**config.mk**
```make
export PLATFORM = sky130hd
export DESIGN_NAME = nibble_serial_add_ctrl
export DESIGN_NICKNAME = d
export VERILOG_FILES = /design/src/rtl/nibble_serial_add_ctrl.sv
export SDC_FILE = /design/constraint.sdc
export NUM_CORES = 1
export LEC_CHECK = 0
export BUFFER_PORTS_ARGS = -buffer_cell sky130_fd_sc_hd__buf_4
export CAP_MARGIN = 20
export CORE_UTILIZATION = 35
export DETAILED_ROUTE_END_ITERATION = 12
export GPL_ROUTABILITY_DRIVEN = 0
export SLEW_MARGIN = 30
export SYNTH_ARGS = -nofsm -noshare
export SYNTH_HDL_FRONTEND = slang
export SYNTH_SLANG_ARGS = --single-unit
export TNS_END_PERCENT = 30
```
**constraint.sdc**
```tcl
create_clock -name clk -period 4 [get_ports clk]
set_input_delay 0.8 -clock clk [delete_from_list [all_inputs] [get_ports clk]]
set_output_delay 0.8 -clock clk [all_outputs]
set_load 0.005 [all_outputs]
```
**src/rtl/nibble_serial_add_ctrl.sv**
```systemverilog
//============================================================================
// Module   : nibble_serial_add_ctrl
// Brief    : Sequences a WIDTH-bit unsigned add through an external 4-bit
//            adder slice, one nibble per cycle. Operands arrive over a
//            valid/ready handshake, and the result leaves over another.
// Options  : SIGNED_OVERFLOW_EN - adds the ovf output, which flags
//            two's-complement overflow of the full-width sum.
// Revision : 1.0 - initial release
//============================================================================
`timescale 1ns/1ps
`default_nettype none

module nibble_serial_add_ctrl #(
    parameter int WIDTH = 16            // multiple of 4, at least 8
) (
    input  logic             clk,
    input  logic             rst_n,
    input  logic             in_valid,
    output logic             in_ready,
    input  logic [WIDTH-1:0] op_a,
    input  logic [WIDTH-1:0] op_b,
    input  logic             op_cin,
    output logic [3:0]       adder_a,
    output logic [3:0]       adder_b,
    output logic             adder_cin,
    input  logic [3:0]       adder_sum,
    input  logic             adder_cout,
    output logic             out_valid,
    input  logic             out_ready,
    output logic [WIDTH-1:0] result,
    output logic             result_cout,
`ifdef SIGNED_OVERFLOW_EN
    output logic             ovf,
`endif
    output logic             busy
);

    localparam int NIB = WIDTH / 4;
    localparam int IW  = (NIB > 1) ? $clog2(NIB) : 1;
    localparam int BW  = IW + 2;        // bit offset of a nibble inside a word

    typedef enum logic [1:0] {
        S_IDLE = 2'd0,
        S_RUN  = 2'd1,
        S_DONE = 2'd2
    } state_t;

    state_t           state_q;
    logic             in_ready_q;
    logic             out_valid_q;
    logic             busy_q;
    logic [WIDTH-1:0] a_q;
    logic [WIDTH-1:0] b_q;
    logic             carry_q;
    logic [IW-1:0]    idx_q;
    logic [IW-1:0]    idx_d;
    logic [WIDTH-1:0] result_q;
    logic [WIDTH-1:0] result_d;
    logic             cout_q;
    logic [BW-1:0]    base;
    logic             last_nib;
`ifdef SIGNED_OVERFLOW_EN
    logic             ovf_q;
`endif

    assign base     = {idx_q, 2'b00};
    assign idx_d    = idx_q + IW'(1);
    assign last_nib = (idx_q == IW'(NIB - 1));

    // Result word with the current nibble replaced by the adder's sum
    always_comb begin
        result_d             = result_q;
        result_d[base +: 4]  = adder_sum;
    end

    // Adder operands come only from registered state and are zero outside RUN
    always_comb begin
        adder_a   = 4'd0;
        adder_b   = 4'd0;
        adder_cin = 1'b0;
        if (state_q == S_RUN) begin
            adder_a   = a_q[base +: 4];
            adder_b   = b_q[base +: 4];
            adder_cin = carry_q;
        end
    end

    // Control FSM: accept operands, walk the nibbles, then hold the result until it is taken
    always_ff @(posedge clk) begin
        if (!rst_n) begin
            state_q     <= S_IDLE;
            in_ready_q  <= 1'b1;
            out_valid_q <= 1'b0;
            busy_q      <= 1'b0;
            a_q         <= '0;
            b_q         <= '0;
            carry_q     <= 1'b0;
            idx_q       <= '0;
            result_q    <= '0;
            cout_q      <= 1'b0;
`ifdef SIGNED_OVERFLOW_EN
            ovf_q       <= 1'b0;
`endif
        end else begin
            case (state_q)
                S_IDLE: begin
                    if (in_valid) begin
                        a_q        <= op_a;
                        b_q        <= op_b;
                        carry_q    <= op_cin;
                        idx_q      <= '0;
                        result_q   <= '0;
                        cout_q     <= 1'b0;
`ifdef SIGNED_OVERFLOW_EN
                        ovf_q      <= 1'b0;
`endif
                        state_q    <= S_RUN;
                        in_ready_q <= 1'b0;
                        busy_q     <= 1'b1;
                    end
                end
                S_RUN: begin
                    result_q <= result_d;
                    carry_q  <= adder_cout;
                    if (last_nib) begin
                        idx_q       <= '0;
                        cout_q      <= adder_cout;
`ifdef SIGNED_OVERFLOW_EN
                        // Like-signed operands whose sum changes sign have overflowed
                        ovf_q       <= (a_q[WIDTH-1] == b_q[WIDTH-1]) &&
                                       (adder_sum[3] != a_q[WIDTH-1]);
`endif
                        state_q     <= S_DONE;
                        out_valid_q <= 1'b1;
                    end else begin
                        idx_q <= idx_d;
                    end
                end
                S_DONE: begin
                    // IDLE is entered before any new accept, which leaves a one-cycle bubble
                    if (out_ready) begin
                        state_q     <= S_IDLE;
                        out_valid_q <= 1'b0;
                        in_ready_q  <= 1'b1;
                        busy_q      <= 1'b0;
                    end
                end
                default: begin
                    state_q     <= S_IDLE;
                    out_valid_q <= 1'b0;
                    in_ready_q  <= 1'b1;
                    busy_q      <= 1'b0;
                end
            endcase
        end
    end

    assign in_ready    = in_ready_q;
    assign out_valid   = out_valid_q;
    assign busy        = busy_q;
    assign result      = result_q;
    assign result_cout = cout_q;
`ifdef SIGNED_OVERFLOW_EN
    assign ovf         = ovf_q;
`endif

endmodule

`default_nettype wire

```
==> impl_results.md <==
- Distinct cells, synth: 32
- Worst path required time: 3.20 ns
- Hold crit path type: flop to flop
- Ratio of total power to cell area: 392.6 mW/mm^2
- Die Span Y: 85.17 um
- Number of max-slew violations in the final report: 0
- Total of hold buffers inserted after clock tree synthesis: 0
- Final Cycle Share: 0.7262
- FFs w/ async S/R, synth: 0
- Sequential element share of the synthesized area: 0.4713
- First-pass GRT wire length: 9770 um
- Number of top-level pins: 71
- Total Neg Setup Slack: 0 ns
- Clock latency at the later pin of the worst-skew pair: 0.33 ns
- H-tree level count: 3
- Number of placement rows: 29
- Routed wire length: 5765 um
- Dominant synthesized flop cell: sky130_fd_sc_hd__dfxtp_1
- Net count after synthesis: 326
- Met2 layer wire length in the routed design: 2632 um
- Cell types with the largest area share after synthesis: sky130_fd_sc_hd__dfxtp_1 (47%), sky130_fd_sc_hd__nand2_1 (14%), sky130_fd_sc_hd__a21oi_1 (8.3%), sky130_fd_sc_hd__mux4_2 (5.6%), sky130_fd_sc_hd__o22ai_1 (3.4%)
- Final global-route overflow total: 0
- Class of the most critical setup path: flop to primary output
- CTS buffer count: 9
- Headroom to the max-slew limit: 0.4614
- Clock-pin slew reported for the worst setup and hold paths after clock tree synthesis: 0.06 ns
- Count leader, synth: sky130_fd_sc_hd__nand2_1
- Static Leak: 1.299 nW
- Area growth from synthesis to layout: 30.03%
- Met1 wire length: 2695 um
- VDD IR-drop max: 0.0002147 V
- Clock tree from TritonCTS: done
- Worst Path Arrival: 2.10 ns
- Fill cells: 640
- Half-perimeter wire length after placement: 3909 um
- NumNets Final: 390
- Result of the run: completed
- Inserted Diodes: 0
- Syn_area_per_cell: 8.709 um^2
- Cell type with the highest aggregate area in the netlist: sky130_fd_sc_hd__dfxtp_1
- Total of flip-flops plus latches after synthesis: 57
- Top Layer Used: met4
- Drc violations: 0
- Via count normalized by instance count: 4.936
- Category of the worst setup path capture point: primary output
- Number of gates resized after cts: 0
- Layout cells sized above 1: 0.2738
- RSZ-0062 raised after global routing: no
- Startpoint Class: flop
- EDFF count, synth: 0
- Ranking of synthesized cells by instance count: sky130_fd_sc_hd__nand2_1 (88), sky130_fd_sc_hd__dfxtp_1 (57), sky130_fd_sc_hd__a21oi_1 (40)
- Die area: 0.007254 mm^2
- Area fraction of the dominant cell type after synthesis: 0.4713
- Actual slew at the worst max-slew pin: 0.8069 ns
- Core Box Area: 0.006495 mm^2
- Detail Route met3 WL: 351 um
- Netlist area before placement: 0.002421 mm^2
- Number of antenna violations at the first check in global routing: 0
- Number of cells produced by synthesis: 278
- Ys Warns: 0
- Detailed router's first-iteration violation count: 144
- Clock Tree Root: sky130_fd_sc_hd__clkbuf_8
- Starting Density: 0.3728
- Gr usage total: 0.1748
- Setup Skew: 0.006317 ns
- Horiz. Die Dim: 85.17 um
- Largest fanout on the critical path: 16
- Max frequency: 344.3 MHz
- Pin count of the biggest net entering global routing: 41
- Count of nets left with antenna violations after detail routing: 0
- Clock sinks: 57
- Final-report hold violation count: 0
- Total via count in the routed design: 2,093
- Worst hold slack: 0.4492 ns
- Tmin final: 2.905 ns
- Final setup fails: 0
- Post-CTS Setup Repair Bufs: 0
- Clock buffer depth: 2
- Number of global-route vias before repair: 2,072
- DRT Pass-1 Iters: 4
- Number of violations of the max-capacitance limit: 0
- Routed length per placed instance: 13.60 um
- Count of buffers inserted at the top-level ports: 70
==> placed cells by master (no fill, tap or decap), drive strengths merged, types with 3 or more instances in the layout <==
cell type,Yosys,final
a21oi,40,40
a32o,4,4
and2,8,8
buf,11,72
clkbuf,8,14
dfxtp,57,57
ha,6,6
inv,7,7
mux4,8,8
nand2,88,88
nand4,3,3
nor2,3,3
o21ai,3,3
o22ai,13,13
==> worst max-delay path, cell delays in order (launching register included) <==
cell	delay, ns
sky130_fd_sc_hd__dfxtp_1	0.84
sky130_fd_sc_hd__mux4_1	0.63
sky130_fd_sc_hd__and2_1	0.17
sky130_fd_sc_hd__buf_4	0.13
==> routing by layer <==
layer	up-vias	global-route usage
met5	-	0
met4	0	0.07858
met3	9	0.05253
met2	51	0.2698
met1	951	0.2258
li1	1082	-
==> worst paths after layout <==
| kind | start | to | slack, ns | cells after the start |
|---|---|---|---|---|
| setup / recovery | idx_q[0] | adder_b[3] | 1.10 | 3 |
| hold / removal | a_q[3] | a_q[3] | 0.45 | 2 |
| setup reg to reg | idx_q[0] | result[11] | 1.65 | 5 |
| hold reg to reg | a_q[3] | a_q[3] | 0.45 | 2 |
==> report_power, final <==
group | leakage [nW] | switching (mW) | internal [mW]
Clock | 0.0867 | 0.215 | 0.258
Combinational | 0.747 | 0.0729 | 0.0742
Sequential | 0.466 | 0.0214 | 0.594
Total | 1.30 | 0.309 | 0.927
==> area by class of cell <==
type                       count  area (um^2)  share of cell area
multi-input combinational    195         1169              0.3712
sequential                    57         1141              0.3625
timing repair buffer          72        540.5              0.1717
clock buffer                  14        162.7             0.05167
tap                           77        96.34             0.03060
inverter                       7        26.28            0.008347
clock inverter                 2        12.51            0.003975
==> state kept, by name, summed over array words and instances, names as in the netlist <==
signal,cells
a_q,16
in_ready,1
result_cout,1
idx_q,2
result,16
busy,1
carry_q,1
b_q,16
state_q,2
out_valid,1
==> stage by stage <==
| step | cell area [um^2] | utilization | worst slack (ns) | total power [mW] | std cells |
|---|---|---|---|---|---|
| 4_1_cts | 3148 | 0.4847 | 1.076 | 1.247 | 424 |
| 3_5_place_dp | 2973 | 0.4577 | 1.433 | 0.7761 | 408 |
| 6_report | 3148 | 0.4847 | 1.095 | 1.236 | 424 |
| 3_3_place_gp | 2973 | 0.4577 | 1.422 | 0.7744 | 408 |
| 5_1_grt | 3148 | 0.4847 | 0.9668 | 1.301 | 424 |
| 2_1_floorplan | 2421 | - | 1.928 | 0.7124 | 278 |
==> cell families (layout without fill, tap and decap cells) <==
logic type / Yosys count / count (layout) / synth area share
AO/OA/AOI/OAI: 64 / 64 / 0.1514
flip-flops: 57 / 57 / 0.4713
adder cells (fa/ha/maj): 6 / 6 / 0.03101
AND/OR/NAND/NOR: 117 / 117 / 0.2202
multiplexers: 8 / 8 / 0.07752
buffers and inverters: 26 / 95 / 0.04858
Note: power is estimated with default switching activity, not from simulation.
